===== config.mk =====
export PLATFORM = sky130hd
export DESIGN_NAME = alarm_clock_ctrl_fsm_flat
export DESIGN_NICKNAME = d
export VERILOG_FILES = /design/src/rtl/alarm_clock_ctrl_fsm_if.sv /design/src/rtl/alarm_clock_ctrl_fsm.sv /design/src/flat_wrapper.sv
export SDC_FILE = /design/constraint.sdc
export NUM_CORES = 1
export LEC_CHECK = 0
export BUFFER_PORTS_ARGS = -buffer_cell sky130_fd_sc_hd__buf_2
export CAP_MARGIN = 20
export CORE_AREA = 5 5 45 47
export CTS_BUF_LIST = sky130_fd_sc_hd__clkbuf_8
export DETAILED_ROUTE_END_ITERATION = 8
export DIE_AREA = 0 0 50 52
export GPL_TIMING_DRIVEN = 0
export PLACE_DENSITY_LB_ADDON = 0.08
export SLEW_MARGIN = 10
export SYNTH_ARGS = -nofsm -noshare
export SYNTH_HDL_FRONTEND = slang
export SYNTH_SLANG_ARGS = --single-unit

===== constraint.sdc =====
create_clock -name clock -period 1.8 [get_ports clock]
set_clock_uncertainty 0.2 [all_clocks]
set_input_delay 0.09 -clock clock [delete_from_list [all_inputs] [get_ports clock]]
set_output_delay 0.09 -clock clock [all_outputs]
set_load 0.005 [all_outputs]

===== src/rtl/alarm_clock_ctrl_fsm_if.sv =====
// alarm_clock_ctrl_fsm_if: keypad/button/second-tick inputs and control outputs of the alarm clock FSM
interface alarm_clock_ctrl_fsm_if #(
    parameter int NUM_DIGITS = 4
);
    logic [3:0]                      key;
    logic                            alarm_button;
    logic                            time_button;
    logic                            one_second;
    logic                            load_new_a;
    logic                            show_a;
    logic                            show_new_time;
    logic                            load_new_c;
    logic                            shift;
    logic [$clog2(NUM_DIGITS+1)-1:0] digit_count;
    logic                            entry_abort;

    modport master (
        output key, alarm_button, time_button, one_second,
        input  load_new_a, show_a, show_new_time, load_new_c, shift, digit_count, entry_abort
    );

    modport slave (
        input  key, alarm_button, time_button, one_second,
        output load_new_a, show_a, show_new_time, load_new_c, shift, digit_count, entry_abort
    );
endinterface


===== src/rtl/alarm_clock_ctrl_fsm.sv =====
// alarm_clock_ctrl_fsm: sequences keypad entry, commits it to alarm/time and selects the display source
module alarm_clock_ctrl_fsm #(
    parameter int NUM_DIGITS   = 4,
    parameter int KEY_TIMEOUT  = 10,
    parameter int NOKEY        = 10,
    parameter bit REQUIRE_FULL = 1'b1
) (
    input logic                   clock,
    input logic                   reset,
    alarm_clock_ctrl_fsm_if.slave bus
);
    localparam int CW = $clog2(NUM_DIGITS + 1);
    localparam int TW = $clog2(KEY_TIMEOUT + 1);
    localparam logic [CW-1:0] FULL = CW'(NUM_DIGITS);
    localparam logic [TW-1:0] TMAX = TW'(KEY_TIMEOUT);
    localparam logic [3:0] RELEASE_CODE = 4'(NOKEY);

    typedef enum logic [2:0] {
        SHOW_TIME,
        SHOW_ALARM,
        KEY_STORED,
        KEY_WAITED,
        KEY_ENTRY,
        SET_ALARM,
        SET_TIME
    } state_t;

    state_t        state, state_next;
    logic [CW-1:0] count, count_next;
    logic [TW-1:0] timer, timer_next, timer_inc;
    logic          abort, abort_next;
    logic          is_digit, is_release, full, commit_ok, timing, accept, timer_hit;

    assign is_digit   = bus.key <= 4'd9;
    assign is_release = bus.key == RELEASE_CODE;
    assign full       = count == FULL;
    assign commit_ok  = REQUIRE_FULL ? full : count != '0;
    assign timing     = state == KEY_WAITED || state == KEY_ENTRY;
    assign accept     = state == KEY_ENTRY && is_digit && !full;
    assign timer_inc  = timer == TMAX ? TMAX : timer + TW'(1);
    // an accepted digit beats a simultaneous timeout; the timer restarts in KEY_STORED
    assign timer_hit  = timing && bus.one_second && timer_inc == TMAX && !accept;

    // state, digit counter, inactivity timer and the registered abort pulse
    always_ff @(posedge clock) begin
        if (reset) begin
            state <= SHOW_TIME;
            count <= '0;
            timer <= '0;
            abort <= 1'b0;
        end else begin
            state <= state_next;
            count <= count_next;
            timer <= timer_next;
            abort <= abort_next;
        end
    end

    // next-state logic; the timeout overrides every button decision in its cycle
    always_comb begin
        state_next = state;
        count_next = count;
        timer_next = timer;
        abort_next = 1'b0;
        case (state)
            SHOW_TIME:  state_next = is_digit ? KEY_STORED : bus.alarm_button ? SHOW_ALARM : SHOW_TIME;
            SHOW_ALARM: state_next = bus.alarm_button ? SHOW_ALARM : SHOW_TIME;
            KEY_STORED: begin
                state_next = KEY_WAITED;
                count_next = full ? count : count + CW'(1);
                timer_next = '0;
            end
            KEY_WAITED: begin
                timer_next = bus.one_second ? timer_inc : timer;
                state_next = is_release ? KEY_ENTRY : KEY_WAITED;
            end
            KEY_ENTRY: begin
                timer_next = bus.one_second ? timer_inc : timer;
                state_next = accept ? KEY_STORED :
                             bus.alarm_button && commit_ok ? SET_ALARM :
                             bus.time_button && commit_ok ? SET_TIME : KEY_ENTRY;
            end
            SET_ALARM, SET_TIME: begin
                state_next = SHOW_TIME;
                count_next = '0;
                timer_next = '0;
            end
            default: state_next = SHOW_TIME;
        endcase
        if (timer_hit) begin
            state_next = SHOW_TIME;
            count_next = '0;
            timer_next = '0;
            abort_next = 1'b1;
        end
    end

    assign bus.load_new_a    = state == SET_ALARM;
    assign bus.load_new_c    = state == SET_TIME;
    assign bus.shift         = state == KEY_STORED;
    assign bus.show_a        = state == SHOW_ALARM;
    assign bus.show_new_time = state == KEY_WAITED || state == KEY_ENTRY;
    assign bus.digit_count   = count;
    assign bus.entry_abort   = abort;
endmodule

===== src/flat_wrapper.sv =====
// flat-port wrapper written by rule: the top's interface ports become plain ports
module alarm_clock_ctrl_fsm_flat 
#(
    parameter int NUM_DIGITS   = 4,
    parameter int KEY_TIMEOUT  = 10,
    parameter int NOKEY        = 10,
    parameter bit REQUIRE_FULL = 1'b1
)
  (clock, reset, bus_key, bus_alarm_button, bus_time_button, bus_one_second, bus_load_new_a, bus_show_a, bus_show_new_time, bus_load_new_c, bus_shift, bus_digit_count, bus_entry_abort);
  alarm_clock_ctrl_fsm_if #(.NUM_DIGITS(NUM_DIGITS)) bus_i ();
  input logic clock;
  input logic reset;
  input wire logic [$bits(bus_i.key)-1:0] bus_key;
  input wire logic [$bits(bus_i.alarm_button)-1:0] bus_alarm_button;
  input wire logic [$bits(bus_i.time_button)-1:0] bus_time_button;
  input wire logic [$bits(bus_i.one_second)-1:0] bus_one_second;
  output wire logic [$bits(bus_i.load_new_a)-1:0] bus_load_new_a;
  output wire logic [$bits(bus_i.show_a)-1:0] bus_show_a;
  output wire logic [$bits(bus_i.show_new_time)-1:0] bus_show_new_time;
  output wire logic [$bits(bus_i.load_new_c)-1:0] bus_load_new_c;
  output wire logic [$bits(bus_i.shift)-1:0] bus_shift;
  output wire logic [$bits(bus_i.digit_count)-1:0] bus_digit_count;
  output wire logic [$bits(bus_i.entry_abort)-1:0] bus_entry_abort;
  assign bus_i.key = bus_key;
  assign bus_i.alarm_button = bus_alarm_button;
  assign bus_i.time_button = bus_time_button;
  assign bus_i.one_second = bus_one_second;
  assign bus_load_new_a = bus_i.load_new_a;
  assign bus_show_a = bus_i.show_a;
  assign bus_show_new_time = bus_i.show_new_time;
  assign bus_load_new_c = bus_i.load_new_c;
  assign bus_shift = bus_i.shift;
  assign bus_digit_count = bus_i.digit_count;
  assign bus_entry_abort = bus_i.entry_abort;
  alarm_clock_ctrl_fsm #(.NUM_DIGITS(NUM_DIGITS), .KEY_TIMEOUT(KEY_TIMEOUT), .NOKEY(NOKEY), .REQUIRE_FULL(REQUIRE_FULL)) u_core (.clock(clock), .reset(reset), .bus(bus_i));
endmodule

==> run_results.csv <==
group,metric,value,unit
sta,max_freq,573,MHz
finish,nFillCells,134,
sta,max_slew_margin,0.693,
finish,antenna_cells,0,
sta,finalCriticalPeriod,1.74,ns
power_and_ir_drop,pwr-share-comb,0.223,
grt,gr-total-overflow,0,
place,dp_hpwl,1270,um
worst_setup_path,arrival,1.69,ns
routing,drt-initial-drc-count,24,
clock_network,worstSkewPairLatency,0.24,ns
clock_network,numCtsBuffers,3,
clock_network,cts-root-buf,"clkbuf_8",
clock_network,clkTransAtPathRegs,0.05,ns
logic_synthesis,yosysWarnings,0,
logic_synthesis,avgSynthCellArea,7.82,um^2
finish,finish.utilization,0.653,
outcome,status,"completed",
sta,worst_pin_slew,0.456,ns
finish,final_nets,140,
clock_network,cts_tree,"done",
logic_synthesis,yosys.area.top_type,"dfxtp_1",
power_and_ir_drop,power,0.000649,W
logic_synthesis,synth_cell_types,34,
min_path,whs_path_depth,4,
finish,drive_above_1_share,0.421,
grt,grt_use_total,0.150,
worst_setup_path,rrSetupSlack,0.06,ns
clock_network,h-tree-depth,1,
sta,hold_slack,0.0483,ns
routing,wirelength,2100,um
routing,wire_per_inst,14.7,um
worst_setup_path,worstReg2RegStart,"u_core.timer[0]",
routing,routed_via_density,5.64,
floorplan,die_height,52,um
clock_network,cts.sinks,11,
place,io_buffers,17,
power_and_ir_drop,p_sw,0.000180,W
power_and_ir_drop,power_leakage,0.463,nW
power_and_ir_drop,switching_share,0.278,
worst_setup_path,r2r_end,"u_core.bus.digit_count[2]",
routing,first_pass_iters,4,
sta,fin_crit_sh,0.969,
clock_network,clk_path_buf_depth,2,
power_and_ir_drop,seqPwrFrac,0.406,
worst_setup_path,reg2reg_depth,7,
grt,antenna_found_initial,0,
sta,drv_slew,0,
routing,antenna_left,0,
min_path,worstHoldPathType,"primary input to register",
power_and_ir_drop,peakVddDrop,0.420,mV
floorplan,die_area,2600,um^2
routing,drc_errors,0,
grt,grt_max_degree,11,
power_and_ir_drop,clkPwrFrac,0.371,
worst_setup_path,critPathMaxFanout,6,
logic_synthesis,ys_ff_latch,11,
logic_synthesis,yosysMostFrequentCell,"nor2_1",
logic_synthesis,yosys.area.top_type_share,0.303,
routing,via_count,807,
worst_setup_path,worst_ep_required_time,1.75,ns
floorplan,start_util,0.450,
worst_setup_path,cp-start-kind,"register",
floorplan,io-pin-count,18,
finish,synthToLayoutAreaGrowth,45.1,%
logic_synthesis,synth_area_leaders,"dfxtp_1 30%, ha_1 6.9%, nor2_1 6.2%, a21oi_1 4.1%, inv_1 3.6%",
worst_setup_path,critPathKind,"register to register",
place,routabilityCongestion,0.769,
logic_synthesis,async_reset_ff_frac,0,
floorplan,die_w,50,um
sta,hold_viol_final,0,
logic_synthesis,synth_edf_count,0,
floorplan,num_rows,15,
logic_synthesis,synth_area,727,um^2
grt,grt_pass1_wl,2970,um
logic_synthesis,syn_inst,93,
sta,setup_viol,0,
logic_synthesis,syn-num-nets,106,
logic_synthesis,synthFlopType,"dfxtp_1",
grt,first_global_vias,695,
worst_setup_path,end_kind,"register",
worst_setup_path,critPathLaunch,"u_core.timer[0]",
run,maxCapViolations,0,
logic_synthesis,synthTopCellsByCount,"12 x nor2_1, 11 x dfxtp_1, 7 x inv_1, 7 x nand2_1, 6 x a21oi_1",
floorplan,core_region_area,1610,um^2
worst_setup_path,crit_path_end,"u_core.bus.digit_count[2]",
power_and_ir_drop,pwr_density_cell,615,nW/um^2
power_and_ir_drop,internal_power,0.000469,W
logic_synthesis,ys_seq_area_frac,0.303,
layer usage:
layer,vias up,track usage,share of wire,wire [um]
li1,402,-,-,-
met1,372,0.154,0.41,856
met2,27,0.255,0.51,1080
met3,6,0.0401,0.057,119
met4,0,0.118,0.020,42
met5,-,0,0,0
layout by cell type (no fill, tap or decap), types with 4 or more instances in the layout:
master	count
inv_1	5
a31oi_1	4
buf_2	19
a21oi_1	6
nor2_1	11
buf_4	11
nand2_1	5
dfxtp_1	7
cell type report:
type	count	area [um^2]	area share
Tap cell	17	21.3	0.0202
Buffer	4	26.3	0.0249
Clock inverter	1	3.75	0.00356
Timing Repair Buffer	29	178	0.168
Inverter	7	26.3	0.0249
Multi-Input combinational cell	71	528	0.501
Clock buffer	3	41.3	0.0391
Sequential cell	11	230	0.218
cells by family (layout without fill, tap and decap cells):
family,after synthesis,after routing,synth area share
adder cells (fa/ha/maj),4,4,0.0688
buffers and inverters,11,44,0.0654
AO/OA/AOI/OAI,25,25,0.241
AND/OR/NAND/NOR,41,41,0.310
XOR/XNOR,1,1,0.0121
flip-flops,11,11,0.303
how the worst min path moves through the flow:
stage / end / slack [ns] / start
final: u_core.state[2] / 0.05 / bus_key[0]
after global routing: u_core.state[2] / 0.04 / bus_key[0]
after CTS: u_core.state[2] / 0.03 / bus_key[0]
after detailed placement: u_core.bus.entry_abort / 0.07 / reset
after global placement: u_core.bus.entry_abort / 0.07 / reset
after floorplan: u_core.bus.entry_abort / -0.04 / reset
repair_timing:
action                                  CTS  global route
endpoints found under the setup margin   10            10
buffers inserted                          5             5
hold buffers                              1             0
gates resized for setup                  11            16
cloned                                    0             1
pin swaps                                 2             3
endpoints found under the hold margin     1             0
worst max-delay path, cell delays in order, from the launching register on:
cell      delay (ns)
dfxtp_4         0.38
inv_2           0.05
ha_4            0.16
nand2_2         0.08
a311oi_2        0.11
a41o_1          0.28
buf_6           0.14
nor4_4          0.25
power groups by stage:
stage,Combinational (W),Clock [W],Sequential [W]
2_1_floorplan,0.0000766,0,0.000266
3_3_place_gp,0.000111,0,0.000267
3_5_place_dp,0.000112,0,0.000267
4_1_cts,0.000119,0.000244,0.000262
5_1_grt,0.000157,0.000266,0.000265
6_report,0.000145,0.000241,0.000263
registers in the layout, indices dropped and copies added, names as in the netlist:
signal                  cells
u_core.timer                4
u_core.bus.digit_count      3
u_core.state                3
u_core.bus.entry_abort      1
metrics by stage:
| step | cell area, um^2 | TNS (ns) | std cells | setup slack [ns] |
|---|---|---|---|---|
| 2_1_floorplan | 727 | 0 | 93 | 0.0564 |
| 4_1_cts | 951 | 0 | 137 | 0.0232 |
| 6_report | 1050 | 0 | 143 | 0.0553 |
| 3_3_place_gp | 833 | -0.504 | 127 | -0.0952 |
| 5_1_grt | 1050 | -0.00793 | 143 | -0.00793 |
| 3_5_place_dp | 833 | -0.605 | 127 | -0.110 |
Note: power is estimated with default switching activity, not from simulation.
